==> config.mk <==
export PLATFORM = sky130hd
export DESIGN_NAME = seg7_frame_sequencer
export DESIGN_NICKNAME = d
export VERILOG_FILES = /design/src/rtl/seg7_pkg.sv /design/src/rtl/seg7_encoder.sv /design/src/rtl/seg7_frame_sequencer.sv
export SDC_FILE = /design/constraint.sdc
export NUM_CORES = 1
export LEC_CHECK = 0
export BUFFER_PORTS_ARGS = -buffer_cell sky130_fd_sc_hd__buf_2
export CORE_ASPECT_RATIO = 0.5
export CORE_MARGIN = 2
export CORE_UTILIZATION = 56
export CTS_BUF_LIST = sky130_fd_sc_hd__clkbuf_4 sky130_fd_sc_hd__clkbuf_8
export DETAILED_ROUTE_END_ITERATION = 12
export MAX_ROUTING_LAYER = met4
export PLACE_DENSITY = 0.9
export SLEW_MARGIN = 15
export SYNTH_ARGS = -nofsm -noshare
export SYNTH_HDL_FRONTEND = slang
export SYNTH_SLANG_ARGS = --single-unit
==> constraint.sdc <==
create_clock -name clk_i -period 2.25 [get_ports clk_i]
set_input_delay 0.45 -clock clk_i [delete_from_list [all_inputs] [get_ports clk_i]]
set_output_delay 0.45 -clock clk_i [all_outputs]
set_load 0.005 [all_outputs]
==> src/rtl/seg7_pkg.sv <==
// Shared constants and types for the 7-segment frame sequencer: segment lookup,
// TM1637-style command bytes and the sequencer state encoding.
package seg7_pkg;

    localparam logic [7:0] TM_CMD_DATA = 8'h40;
    localparam logic [7:0] TM_CMD_ADDR = 8'hC0;
    localparam logic [7:0] TM_CMD_CTRL = 8'h80;

    // bit0 = segment a ... bit6 = segment g; bit7 (DP) is added by the encoder
    localparam logic [7:0] seg_lut [16] = '{
        8'h3F, 8'h06, 8'h5B, 8'h4F, 8'h66, 8'h6D, 8'h7D, 8'h07,
        8'h7F, 8'h6F, 8'h77, 8'h7C, 8'h39, 8'h5E, 8'h79, 8'h71
    };

    typedef enum logic [2:0] {
        ST_IDLE,
        ST_LOAD,
        ST_KICK,
        ST_WAIT_DONE,
        ST_WAIT_IDLE,
        ST_FINISH
    } seq_state_t;

endpackage

==> src/rtl/seg7_encoder.sv <==
// Combinational hex-nibble to segment-byte lookup with decimal point and an
// optional blanking input for suppressed leading zeros.
module seg7_encoder
    import seg7_pkg::*;
(
    input  logic [3:0] nibble_i,
    input  logic       dp_i,
    input  logic       blank_i,
    output logic [7:0] seg_o
);

    logic [7:0] lut_val;

    assign lut_val = seg_lut[nibble_i];
    assign seg_o   = {dp_i, blank_i ? 7'h00 : lut_val[6:0]};

endmodule

==> src/rtl/seg7_frame_sequencer.sv <==
// Builds and issues the three-transaction TM1637 display frame through an I2C-style master.
// Build option: define SEG7_LEADING_ZERO_BLANK_EN to blank leading zero digits.
module seg7_frame_sequencer
    import seg7_pkg::*;
#(
    parameter int NUM_DIGITS = 4,
    parameter int MAX_RETRY  = 1
) (
    input  logic                    clk_i,
    input  logic                    rst_n_i,
    input  logic                    update_i,
    input  logic [4*NUM_DIGITS-1:0] digits_i,
    input  logic [NUM_DIGITS-1:0]   dp_mask_i,
    input  logic [2:0]              brightness_i,
    input  logic                    display_on_i,
    output logic                    i2c_start_o,
    output logic [7:0]              i2c_data_o [0:7],
    output logic [2:0]              i2c_num_bytes_o,
    input  logic                    i2c_busy_i,
    input  logic                    i2c_done_i,
    input  logic                    i2c_ack_error_i,
    output logic                    busy_o,
    output logic                    frame_done_o,
    output logic                    frame_error_o
);

    seq_state_t state_q, state_d;
    logic                    pending_q, pending_d;
    logic [1:0]              step_q, step_d;
    logic [1:0]              retry_q, retry_d;
    logic                    restart_q, restart_d;
    logic                    err_q, err_d;
    logic [4*NUM_DIGITS-1:0] digits_q;
    logic [NUM_DIGITS-1:0]   dp_q;
    logic [2:0]              bright_q;
    logic                    on_q;
    logic                    load_snap, load_kick;
    logic [NUM_DIGITS-1:0]   blank;
    logic [7:0]              seg [NUM_DIGITS];
    logic [7:0]              frame_bytes [0:7];
    logic [2:0]              frame_num;

`ifdef SEG7_LEADING_ZERO_BLANK_EN
    logic lz_run;

    // Blank from the most significant digit down until the first nonzero nibble.
    always_comb begin
        blank  = '0;
        lz_run = 1'b1;
        for (int k = NUM_DIGITS - 1; k >= 1; k--) begin
            lz_run   = lz_run && (digits_q[4*k +: 4] == 4'h0);
            blank[k] = lz_run;
        end
    end
`else
    assign blank = '0;
`endif

    for (genvar k = 0; k < NUM_DIGITS; k++) begin : g_enc
        seg7_encoder u_enc (
            .nibble_i (digits_q[4*k +: 4]),
            .dp_i     (dp_q[k]),
            .blank_i  (blank[k]),
            .seg_o    (seg[k])
        );
    end

    always_comb begin
        for (int i = 0; i < 8; i++) frame_bytes[i] = 8'h00;
        frame_num = 3'd1;
        case (step_d)
            2'd0: frame_bytes[0] = TM_CMD_DATA;
            2'd1: begin
                frame_bytes[0] = TM_CMD_ADDR;
                for (int k = 0; k < NUM_DIGITS; k++) frame_bytes[k+1] = seg[k];
                frame_num = 3'(NUM_DIGITS + 1);
            end
            default: frame_bytes[0] = TM_CMD_CTRL | {4'd0, on_q, bright_q};
        endcase
    end

    always_comb begin
        state_d   = state_q;
        step_d    = step_q;
        retry_d   = retry_q;
        restart_d = restart_q;
        err_d     = err_q;
        load_snap = 1'b0;
        load_kick = 1'b0;
        case (state_q)
            ST_IDLE: if (pending_q) begin
                state_d   = ST_LOAD;
                load_snap = 1'b1;
            end
            ST_LOAD: begin
                step_d    = 2'd0;
                retry_d   = 2'd0;
                restart_d = 1'b0;
                err_d     = 1'b0;
                state_d   = ST_KICK;
                load_kick = 1'b1;
            end
            ST_KICK: state_d = ST_WAIT_DONE;
            ST_WAIT_DONE: if (i2c_done_i) begin
                if (!i2c_ack_error_i) begin
                    state_d = ST_WAIT_IDLE;
                end else if (int'(retry_q) < MAX_RETRY) begin
                    retry_d   = retry_q + 2'd1;
                    step_d    = 2'd0;
                    restart_d = 1'b1;
                    state_d   = ST_WAIT_IDLE;
                end else begin
                    err_d   = 1'b1;
                    state_d = ST_FINISH;
                end
            end
            // restart_q marks that step_q was already rewound to 0 after an ACK error
            ST_WAIT_IDLE: if (!i2c_busy_i) begin
                if (restart_q) begin
                    restart_d = 1'b0;
                    state_d   = ST_KICK;
                    load_kick = 1'b1;
                end else if (step_q == 2'd2) begin
                    state_d = ST_FINISH;
                end else begin
                    step_d    = step_q + 2'd1;
                    state_d   = ST_KICK;
                    load_kick = 1'b1;
                end
            end
            ST_FINISH: state_d = ST_IDLE;
            default:   state_d = ST_IDLE;
        endcase
    end

    assign pending_d = update_i | (pending_q & ~load_snap);

    always_ff @(posedge clk_i) begin
        if (!rst_n_i) begin
            state_q         <= ST_IDLE;
            pending_q       <= 1'b0;
            step_q          <= 2'd0;
            retry_q         <= 2'd0;
            restart_q       <= 1'b0;
            err_q           <= 1'b0;
            digits_q        <= '0;
            dp_q            <= '0;
            bright_q        <= '0;
            on_q            <= 1'b0;
            i2c_num_bytes_o <= '0;
            for (int i = 0; i < 8; i++) i2c_data_o[i] <= 8'h00;
        end else begin
            state_q   <= state_d;
            pending_q <= pending_d;
            step_q    <= step_d;
            retry_q   <= retry_d;
            restart_q <= restart_d;
            err_q     <= err_d;
            if (load_snap) begin
                digits_q <= digits_i;
                dp_q     <= dp_mask_i;
                bright_q <= brightness_i;
                on_q     <= display_on_i;
            end
            if (load_kick) begin
                i2c_num_bytes_o <= frame_num;
                for (int i = 0; i < 8; i++) i2c_data_o[i] <= frame_bytes[i];
            end
        end
    end

    assign i2c_start_o   = (state_q == ST_KICK);
    assign busy_o        = (state_q != ST_IDLE) || pending_q;
    assign frame_done_o  = (state_q == ST_FINISH);
    assign frame_error_o = (state_q == ST_FINISH) && err_q;

endmodule

==> results.py <==
metrics = {
    "clocking": {
        "clk_pin_slew_ns": 0.07,
        "cts_buffers": 9,
        "cts_root_buf": "clkbuf_8",
        "cts_tree": "yes",
        "cts_setup_buffers": 0,
        "cts.path.max_buffers": 2,
        "holdBufCountCts": 0,
        "h-tree-depth": 3,
        "worstSkewPairLatency_ns": 0.36,
        "cts_sinks": 74,
    },
    "setup_path": {
        "r2r_slack_ns": 0.13,
        "criticalPathCategory": "register to register",
        "ff2ff_path_depth": 8,
        "critPathArrivalTime_ns": 2.37,
        "critPathCaptureType": "register",
        "worstSetupStartpointType": "register",
        "cp-startpoint": "step_q[0]",
        "crit_path_max_fanout": 39,
        "cp-endpoint": "i2c_data_o[56]",
        "r2r_end": "i2c_data_o[56]",
        "required_ns": 2.50,
        "r2r_start": "step_q[0]",
    },
    "drt": {
        "vias_per_cell": 5.56,
        "routed_wl_mm": 9.28,
        "postRouteAntennaNets": 0,
        "vias": 3676,
        "routedWlPerCell_microns": 14.0,
        "drc": 0,
        "drtIter0Drc": 378,
        "dr.pass1.iters": 5,
    },
    "finish": {
        "final_nets": 613,
        "diodes": 0,
        "stdcell_count": 661,
        "area_growth_pct": 12.9,
        "final_util_pct": 64.8,
        "drive_above_1_share_pct": 18.4,
    },
    "synthesis": {
        "ys_types": 46,
        "synth_area_leader_cell": "dfxtp_1",
        "synth_seq_cells": 74,
        "synth_area_per_cell_sq_um": 8.22,
        "async_flop_share_pct": 0,
        "yosysWarnings": 0,
        "synth_top_area_share_pct": 35.5,
        "syn_inst": 508,
        "ys.flop_type": "dfxtp_1",
        "netlist_area_sq_um": 4170,
        "ys_seq_area_share_pct": 35.5,
        "synth_area_leaders": "dfxtp_1 (35%), nand2_1 (8.3%), ha_1 (6.9%)",
        "synth_edf_count": 0,
    },
    "global_route": {
        "grt_pass1_wl_mm": 14.4,
        "grt_overflow_total": 0,
        "grtUsageMet2_pct": 37.2,
        "use_met1_pct": 25.7,
        "grt_use_total_pct": 22.3,
        "grt_pass1_vias": 3173,
        "grt_max_degree": 108,
        "antenna_found_initial": 0,
        "use_met3_pct": 9.08,
        "grt_busiest_layer": "met2",
    },
    "pwr": {
        "p_leak_nw": 1.84,
        "vdd_drop_max_uv": 460,
        "power_w": 0.00418,
        "p_per_area_nw_per_um2": 887,
    },
    "floorplan": {
        "coreArea_sq_um": 7270,
        "dieArea_sq_um": 8200,
        "start_util_pct": 57.4,
        "io_pins": 101,
        "fp.dieW_microns": 126,
        "rows": 22,
        "die_y_microns": 65.0,
    },
    "timing": {
        "setup_violations": 0,
        "fmax_mhz": 471,
        "setup_ws_ns": 0.127,
        "slew_viol_final": 0,
        "finalCriticalPeriod_ns": 2.12,
        "clock_skew_ns": 0.0103,
        "rsz0062_at_grt": "false",
        "setup-tns-final_ns": 0,
        "hold_viol": 0,
        "fin_crit_sh_pct": 94.4,
    },
    "flow_run": {
        "cap_violations": 0,
    },
    "outcome": {
        "status": "finished, final reports clean",
    },
    "place": {
        "place.gp.congestion": 0.885,
        "placed_cells": 643,
        "dpl_worst_slack_ns": 0.0999,
        "hpwl_mm": 5.81,
        "portBuffers": 73,
    },
    "worst_hold_path": {
        "hold_path_class": "primary input to register",
    },
}
==> state kept, by name, indices dropped and copies added, names as in the netlist, 2 cells and up <==
signal,cells
digits_q,16
step_q,2
state_q,3
i2c_num_bytes_o,2
retry_q,2
bright_q,3
i2c_data_o,38
dp_q,4
==> critical path, cell delays in order, from the launching register on <==
cell and delay [ns]:
dfxtp_1 0.31, inv_1 0.06, ha_1 0.18, nor2b_1 0.16, or4b_4 0.50, a21oi_4 0.30
clkbuf_16 0.29, nand2b_1 0.13, a21boi_1 0.05
==> synth_stat cells (5+ instances only) <==
cell type  number
buf_2           6
buf_6           8
and2_1          7
mux2i_1        12
inv_1          21
o2111ai_1      17
o21ai_0        15
nand3_1        34
nor2_1          7
o22ai_1        34
dfxtp_1        74
ha_1           23
a21oi_1         9
clkbuf_1       20
a21boi_0       26
nor2b_1         5
buf_4          29
nand2_1        92
nand2b_1       18
==> kinds of logic (layout without fill, tap and decap cells) <==
logic type | after synthesis | after routing | share of synthesized area [%]
AO/OA/AOI/OAI | 127 | 127 | 21.5
XOR/XNOR | 1 | 1 | 0.210
adder cells (fa/ha/maj) | 23 | 23 | 6.89
buffers and inverters | 89 | 120 | 12.3
flip-flops | 74 | 74 | 35.5
multiplexers | 12 | 12 | 2.88
other | 1 | 27 | 0.0898
AND/OR/NAND/NOR | 181 | 181 | 20.7
==> layout make-up <==
class / count / area (sq um)
well taps: 96 / 120
inverters: 21 / 78.8
clock inverters: 2 / 60.1
flip-flops and latches: 74 / 1480
clock buffers: 14 / 168
repair buffers: 83 / 526
multi-input cells: 371 / 2280
fillers: 604 / 2550
==> what timing repair did <==
| action | in CTS | in global routing |
|---|---|---|
| resized for setup | 0 | 0 |
| endpoints found under the setup margin | 0 | 16 |
| hold endpoints to repair | 0 | 0 |
==> per-layer routing <==
layer  wire (microns)  part of all wire (%)
met1             4200                    45
met2             4400                    47
met3              574                   6.2
met4              104                   1.1
met5                0                     0
==> worst min path at each step <==
stage	start	to	slack, ns	depth (start not counted)
6_report	update_i	pending_q	0.31	2
5_1_grt	update_i	pending_q	0.31	2
4_1_cts	update_i	pending_q	0.30	2
3_5_place_dp	i2c_data_o[59]	i2c_data_o[59]	0.45	2
3_3_place_gp	i2c_data_o[57]	i2c_data_o[57]	0.45	2
2_1_floorplan	bright_q[2]	bright_q[2]	0.44	2
==> power by group <==
group          total, W  leakage (nW)  internal (W)  switching (W)
sequential      0.00160         0.599       0.00142       0.000177
clock           0.00118         0.119      0.000706       0.000479
combinational   0.00140          1.12      0.000589       0.000808
total           0.00418          1.84       0.00272        0.00146
==> stage by stage <==
step                      hold slack, ns  cell area, sq um
after floorplan                    0.444              4270
after global placement             0.450              4430
after detailed placement           0.453              4430
after CTS                          0.305              4660
after global routing               0.311              4710
final                              0.312              4710
==> cells in the final DEF, fill, tap and decap left out, types with 2 or more instances in the layout <==
cell type  synthesis  final
nand2_1           92     92
dfxtp_1           74     74
buf_2              6     73
nand3_1           34     34
o22ai_1           34     34
conb_1             1     27
a21boi_0          26     26
ha_1              23     23
inv_1             21     21
nand2b_1          18     18
o2111ai_1         17     17
o21ai_0           15     15
mux2i_1           12     12
clkbuf_8           0     10
a21oi_1            9      9
and2_1             7      7
nor2_1             7      7
nor2b_1            5      5
or3_1              4      4
o21a_1             4      4
a21boi_1           4      4
clkbuf_4           0      4
buf_12             0      4
buf_4             29      4
nor3b_1            3      3
a211oi_1           3      3
nand4b_1           3      3
a32oi_1            3      3
o211ai_1           3      3
nor3_1             2      2
a21o_1             2      2
bufinv_16          0      2
clkbuf_16          0      2
Power figures use the tool's default switching activity.
